`config.mk`:
```
export PLATFORM = sky130hd
export DESIGN_NAME = mdu_iter
export DESIGN_NICKNAME = d
export VERILOG_FILES = /design/src/rtl/mdu_iter.sv
export SDC_FILE = /design/constraint.sdc
export NUM_CORES = 2
export LEC_CHECK = 0
export ABC_AREA = 0
export CORE_ASPECT_RATIO = 0.9
export CORE_MARGIN = 2
export CORE_UTILIZATION = 40
export DETAILED_ROUTE_END_ITERATION = 12
export HOLD_SLACK_MARGIN = 0.02
export PLACE_DENSITY = 0.67
export SYNTH_ARGS = -nofsm -noshare
export SYNTH_HDL_FRONTEND = slang
export SYNTH_SLANG_ARGS = --single-unit
```
`constraint.sdc`:
```
create_clock -name clk -period 4.7 [get_ports clk]
set_input_delay 0.47 -clock clk [delete_from_list [all_inputs] [get_ports clk]]
set_output_delay 0.47 -clock clk [all_outputs]
set_load 0.1 [all_outputs]
```
`src/rtl/mdu_iter.sv`:
```
// mdu_iter: iterative RV M-extension unit (radix-2 shift-add multiply, restoring divide), one op in flight.
// Define MDU_WORD_OP_EN to build the RV64 *W datapath (in_op[3]); only meaningful with XLEN=64.
module mdu_iter #(
  parameter int XLEN  = 64,
  parameter int CNT_W = 7
) (
  input  logic            clk,
  input  logic            rst_n,
  input  logic            flush,
  input  logic            in_valid,
  output logic            in_ready,
  input  logic [3:0]      in_op,
  input  logic [XLEN-1:0] in_a,
  input  logic [XLEN-1:0] in_b,
  output logic            out_valid,
  input  logic            out_ready,
  output logic [XLEN-1:0] out_result,
  output logic            busy
);
  typedef enum logic [1:0] {IDLE, BUSY, FIN, DONE} state_e;
  localparam logic [XLEN-1:0] ONES = '1;

  state_e            state_q, state_d;
  logic [CNT_W-1:0]  cnt_q, cnt_d;
  logic [XLEN-1:0]   hi_q, hi_d, lo_q, lo_d, dvs_q, dvs_d;
  logic [2:0]        f3_q, f3_d;
  logic              sa_q, sa_d, sb_q, sb_d;
  logic              out_valid_q, out_valid_d;
  logic [XLEN-1:0]   out_result_q, out_result_d;
`ifdef MDU_WORD_OP_EN
  logic              word_q, word_d;
`else
  logic              unused_op3;
  assign unused_op3 = in_op[3];
`endif

  // Request decode: width-normalised operands, operand signs, magnitudes, fast-path detection
  logic              word_in, in_sa, in_sb, fast;
  logic [XLEN-1:0]   a_ext, b_ext, mag_a, mag_b, most_neg, fast_res;
  logic [CNT_W-1:0]  n_iter;

  always_comb begin
    word_in  = 1'b0;
    a_ext    = in_a;
    b_ext    = in_b;
    most_neg = {1'b1, {(XLEN-1){1'b0}}};
    n_iter   = CNT_W'(XLEN);
`ifdef MDU_WORD_OP_EN
    if (in_op[3]) begin
      word_in  = 1'b1;
      a_ext    = {{(XLEN-32){in_a[31]}}, in_a[31:0]};
      b_ext    = {{(XLEN-32){in_b[31]}}, in_b[31:0]};
      most_neg = {{(XLEN-31){1'b1}}, 31'b0};
      n_iter   = CNT_W'(32);
    end
`endif
    if (in_op[2]) begin
      in_sa = ~in_op[0] & a_ext[XLEN-1];
      in_sb = ~in_op[0] & b_ext[XLEN-1];
    end else begin
      // MUL low half is sign-agnostic, so only MULH/MULHSU carry operand signs
      in_sa = ~word_in & ((in_op[1:0] == 2'b01) | (in_op[1:0] == 2'b10)) & a_ext[XLEN-1];
      in_sb = ~word_in & (in_op[1:0] == 2'b01) & b_ext[XLEN-1];
    end
    mag_a = in_sa ? -a_ext : a_ext;
    mag_b = in_sb ? -b_ext : b_ext;
`ifdef MDU_WORD_OP_EN
    if (word_in) begin
      mag_a = {{(XLEN-32){1'b0}}, mag_a[31:0]};
      mag_b = {{(XLEN-32){1'b0}}, mag_b[31:0]};
    end
`endif
    fast = in_op[2] & ((b_ext == '0) | (~in_op[0] & (a_ext == most_neg) & (b_ext == ONES)));
    if (b_ext == '0) fast_res = in_op[1] ? a_ext : ONES;
    else             fast_res = in_op[1] ? '0 : a_ext;
  end

  // Iteration step and final sign correction/selection
  logic [XLEN:0]     mul_sum, div_sh, div_trial;
  logic [2*XLEN-1:0] prod;
  logic [XLEN-1:0]   quo, rem, fin_res;

  always_comb begin
    mul_sum   = {1'b0, hi_q} + (lo_q[0] ? {1'b0, dvs_q} : '0);
    div_sh    = {hi_q, lo_q[XLEN-1]};
    // div_sh < 2*divisor, so bit XLEN of the difference is a clean borrow flag
    div_trial = div_sh - {1'b0, dvs_q};
    prod      = {hi_q, lo_q};
    if (sa_q ^ sb_q) prod = -prod;
    quo = (sa_q ^ sb_q) ? -lo_q : lo_q;
    rem = sa_q ? -hi_q : hi_q;
    case (f3_q)
      3'b000:                 fin_res = prod[XLEN-1:0];
      3'b001, 3'b010, 3'b011: fin_res = prod[2*XLEN-1:XLEN];
      3'b100, 3'b101:         fin_res = quo;
      default:                fin_res = rem;
    endcase
`ifdef MDU_WORD_OP_EN
    // 32 iterations leave the word product at prod[95:32]
    if (word_q) fin_res = f3_q[2] ? {{(XLEN-32){fin_res[31]}}, fin_res[31:0]}
                                  : {{(XLEN-32){prod[63]}}, prod[63:32]};
`endif
  end

  always_comb begin
    state_d      = state_q;
    cnt_d        = cnt_q;
    hi_d         = hi_q;
    lo_d         = lo_q;
    dvs_d        = dvs_q;
    f3_d         = f3_q;
    sa_d         = sa_q;
    sb_d         = sb_q;
    out_valid_d  = out_valid_q;
    out_result_d = out_result_q;
`ifdef MDU_WORD_OP_EN
    word_d       = word_q;
`endif
    case (state_q)
      IDLE: if (in_valid && !flush) begin
        f3_d = in_op[2:0];
        sa_d = in_sa;
        sb_d = in_sb;
        hi_d = '0;
`ifdef MDU_WORD_OP_EN
        word_d = word_in;
`endif
        if (in_op[2]) begin
          lo_d  = mag_a;
          dvs_d = mag_b;
`ifdef MDU_WORD_OP_EN
          if (word_in) lo_d = mag_a << 32;
`endif
        end else begin
          lo_d  = mag_b;
          dvs_d = mag_a;
        end
        if (fast) begin
          state_d      = DONE;
          out_result_d = fast_res;
        end else begin
          state_d = BUSY;
          cnt_d   = n_iter;
        end
      end
      BUSY: begin
        cnt_d = cnt_q - CNT_W'(1);
        if (f3_q[2]) begin
          if (!div_trial[XLEN]) begin
            hi_d = div_trial[XLEN-1:0];
            lo_d = {lo_q[XLEN-2:0], 1'b1};
          end else begin
            hi_d = div_sh[XLEN-1:0];
            lo_d = {lo_q[XLEN-2:0], 1'b0};
          end
        end else begin
          hi_d = mul_sum[XLEN:1];
          lo_d = {mul_sum[0], lo_q[XLEN-1:1]};
        end
        if (cnt_q == CNT_W'(1)) state_d = FIN;
      end
      FIN: begin
        out_result_d = fin_res;
        state_d      = DONE;
      end
      DONE: begin
        // out_valid trails entry into DONE by one edge
        if (!out_valid_q) out_valid_d = 1'b1;
        else if (out_ready) begin
          out_valid_d = 1'b0;
          state_d     = IDLE;
        end
      end
      default: state_d = IDLE;
    endcase
    if (flush) begin
      state_d     = IDLE;
      out_valid_d = 1'b0;
      cnt_d       = '0;
    end
  end

  always_ff @(posedge clk or negedge rst_n) begin
    if (!rst_n) begin
      state_q      <= IDLE;
      cnt_q        <= '0;
      hi_q         <= '0;
      lo_q         <= '0;
      dvs_q        <= '0;
      f3_q         <= '0;
      sa_q         <= 1'b0;
      sb_q         <= 1'b0;
      out_valid_q  <= 1'b0;
      out_result_q <= '0;
`ifdef MDU_WORD_OP_EN
      word_q       <= 1'b0;
`endif
    end else begin
      state_q      <= state_d;
      cnt_q        <= cnt_d;
      hi_q         <= hi_d;
      lo_q         <= lo_d;
      dvs_q        <= dvs_d;
      f3_q         <= f3_d;
      sa_q         <= sa_d;
      sb_q         <= sb_d;
      out_valid_q  <= out_valid_d;
      out_result_q <= out_result_d;
`ifdef MDU_WORD_OP_EN
      word_q       <= word_d;
`endif
    end
  end

  assign in_ready   = (state_q == IDLE);
  assign busy       = (state_q != IDLE);
  assign out_valid  = out_valid_q;
  assign out_result = out_result_q;
endmodule

```
==> summary.txt <==
Yosys
  • Simple-gate area share of the yosys netlist: 22.3%
  • Top post-synthesis cells by area: dfrtp_1, a21oi_1, o21ai_0
  • Main combinational cell family by area after synthesis: compound AO/OA/AOI/OAI gates
  • Synth Register Bits: 271
  • Mean Syn Cell Area: 7.03 sq um
  • Number of flops mapped to enable cells by yosys: 0
  • Post-Syn Nets: 4666
  • Synth Flop Type: dfrtp_1
  • Post-synthesis compound-gate area fraction: 29.3%
  • Cell taking the most area after synthesis: dfrtp_1
  • XOR/XNOR Fraction of Synth Area: 10.5%
  • Synth Area in Adders: 7.04%
  • Post-synthesis cell type count: 85
  • Async SR Flop Fraction: 100%
  • Yosys Warn Count: 0
  • List of most frequent post-synthesis cells: a21oi_1, nor2_1, nand2_1
  • Top cell type's share of synthesized area: 22.0%
  • Fraction of synthesized area in multiplexers: 2.99%
  • Most frequent cell after synthesis: a21oi_1
  • Post-synthesis sequential area ratio: 22.0%
  • Syn Inst Count: 4387
  • Mapped Area: 30900 sq um

STA
  • Setup violators final: 0
  • Crit share post-route: 98.3%
  • Clock skew: 18.2 ps
  • Post-layout minimum cycle time: 4620 ps
  • Worst slew margin: 21.7%
  • Fin. Hold Viols: 0
  • Fin. max-slew vios: 0
  • RSZ-0062 raised after global routing: yes
  • Max Clock Freq: 217 MHz
  • Worst slew pin tran: 1170 ps

Detailed routing
  • Routed wire length: 153000 um
  • DRC: 0
  • Router iterations before antenna repair: 9
  • Routed wire length per instance: 27.4 um
  • DR vias/cell: 6.42
  • Post-DRT Antenna Nets: 0
  • Vias: 35800
  • Initial DRC count: 5766

Clocking
  • Clock Tree Root: clkbuf_16
  • Clk buf depth: 3
  • CTS tree: built
  • Post-CTS setup buffer count: 0
  • Worst-path clk slew: 60 ps
  • Clock sinks: 271
  • Worst-Skew Late Latency: 590 ps
  • Number of buffers created by CTS: 36
  • CTS HTree Levels: 2

Floorplan
  • Die X: 297 um
  • Initial Util: 40.5%
  • # rows: 96
  • Chip Height: 268 um
  • Ports: 204
  • Die area: 79400 sq um
  • Core Area: 76300 sq um

Outcome
  • Status: finished clean

Power
  • Switching Power: 17.3 mW
  • Leakage: 14.6 nW
  • Comb pwr share: 73.3%
  • Max VDD drop: 618 uV
  • Int Power: 11.9 mW
  • Clock power frac: 10.2%
  • Seq pwr share: 16.5%
  • Pwr dens: 807 nW/um^2
  • Overall power: 29.2 mW
  • Switching Fraction: 59.2%

Worst setup path
  • Crit start category: flop
  • CP peak stage delay: 590 ps
  • Reg-to-reg endpoint: hi_q[63]
  • R2R Path Start: lo_q[63]
  • Arr. time, crit path: 5070 ps
  • Crit path cell chain: inv_1, ha_1, fa_1, nand2b_1, a21oi_1, o21ai_0, a2111oi_0, buf_4, o21ai_0, nand3_1, xnor2_2, inv_1, buf_4, a2111oi_0, nor4_1
  • Reg2Reg Setup Slack: 80 ps
  • CP Class: reg2reg
  • Cell count of the worst reg-to-reg path: 15
  • CP required: 5150 ps
  • Critical Path End Type: flop
  • Slowest CP cell: a2111oi_0
  • CP max FO: 7

Final layout
  • FF/Latch Area: 6790 sq um
  • Area occupied by multi-input gates: 22400 sq um
  • Layout Cells excl Fill: 5585
  • Layout cells sized above 1: 8.61%
  • Final Util: 47.4%
  • Syn-to-layout area delta: 17.2%
  • Fill count: 7709
  • Final net count: 4808

GRT
  • Vias in the first global route: 32100
  • Initial antenna violation count: 5
  • First-pass GRT wire length: 219000 um
  • GRT Total Usage: 36.9%
  • Overflow after GRT: 0
  • Largest net degree at the start of global routing: 108

Place
  • IO Port Bufs: 202
  • Post-Place Cells: 5519
  • Routability cong.: 1.08
  • Detailed-placement wirelength estimate: 121000 um

Flow run
  • Max-cap viol count: 0

Min path
  • Worst hold path class: in2async
[worst max-delay path: cells and delay by family (launching register included)]
family	cells	cell delay [ps]
AOI/OAI and AO/OA	5	1660
xor gates and xnor gates	1	260
adders and majority gates	2	660
buffers and inverters	4	880
DFF	1	560
and+or+nand+nor	3	450
[layer usage]
metal	global-route usage [%]	share of wire [%]	vias to the layer above
met2	52.2	40	2438
met3	12.7	14	336
met5	0	0.023	-
met4	15.0	4.5	4
li1	-	-	16100
met1	50.8	41	16900
[layout by cell type (no fill, tap or decap), types with 35 or more instances in the layout]
cell and count:
clkdlybuf4s50_1 200, nor2_1 512, nand3_1 72, ha_1 138, dfrtp_1 269, a21oi_1 517, buf_4 232, a211oi_1 46
or3_1 41, a22oi_1 49, nor3_1 106, inv_1 129, xnor2_1 209, nand2b_1 35, o31ai_1 51, nor4_1 64
xor2_1 159, maj3_1 38, a31oi_1 50, nand2_1 455, o211ai_1 47, nand4_1 74, o21ai_0 449, mux2_2 42
mux2i_1 45, clkbuf_16 36, a21o_1 55
[stage by stage]
| step | TNS (ps) | setup WS [ps] | area [sq um] | hold slack, ps |
|---|---|---|---|---|
| after floorplan | 0 | 546 | 30900 | 174 |
| after global placement | 0 | 259 | 34900 | 460 |
| after detailed placement | 0 | 236 | 34900 | 467 |
| after CTS | 0 | 186 | 36200 | 452 |
| after global routing | -3.55 | -3.55 | 36200 | 467 |
| final | 0 | 81.4 | 36200 | 410 |
[timing repair]
action,4_1_cts,5_1_grt
resized for setup,0,1
endpoints found under the setup margin,0,2
endpoints found under the hold margin,70,0
hold buffers,1,0
[power groups by stage]
stage	clock [mW]	sequential [mW]	combinational (mW)
after floorplan	0	5.89	12.2
after global placement	0	4.73	20.4
after detailed placement	0	4.77	20.5
after CTS	2.99	4.73	20.6
after global routing	3.08	4.90	22.6
final	2.98	4.80	21.4
[worst max path at each step]
stage | slack [ps] | depth (start not counted) | from | endpoint
after floorplan | 550 | 16 | lo_q[0] | hi_q[62]
after global placement | 260 | 17 | lo_q[0] | hi_q[62]
after detailed placement | 240 | 17 | lo_q[0] | hi_q[62]
after CTS | 190 | 17 | lo_q[0] | hi_q[62]
after global routing | -4 | 16 | lo_q[63] | lo_q[0]
final | 80 | 15 | lo_q[63] | hi_q[63]
[flip-flops by register name, indices dropped and copies added (netlist names)]
register / count
cnt_q: 7
f3_q: 3
hi_q: 64
out_result: 64
out_valid: 1
state_q: 2
sa_q: 1
dvs_q: 64
sb_q: 1
lo_q: 64
[kinds of logic after synthesis]
group	Yosys count
AO/OA/AOI/OAI	1512
AND/OR/NAND/NOR	1492
buffers and inverters	474
XOR/XNOR	371
flip-flops	271
adder cells (fa/ha/maj)	180
multiplexers	87
[layout make-up]
type / count / share of cell area (%)
tap: 1029 / 3.56
sequential: 271 / 18.8
multi-input combinational: 3642 / 62.0
inverter: 134 / 1.39
timing repair buffer: 444 / 11.0
clock buffer: 43 / 2.59
antenna: 3 / 0.0208
clock inverter: 19 / 0.751
Power figures use the tool's default switching activity.
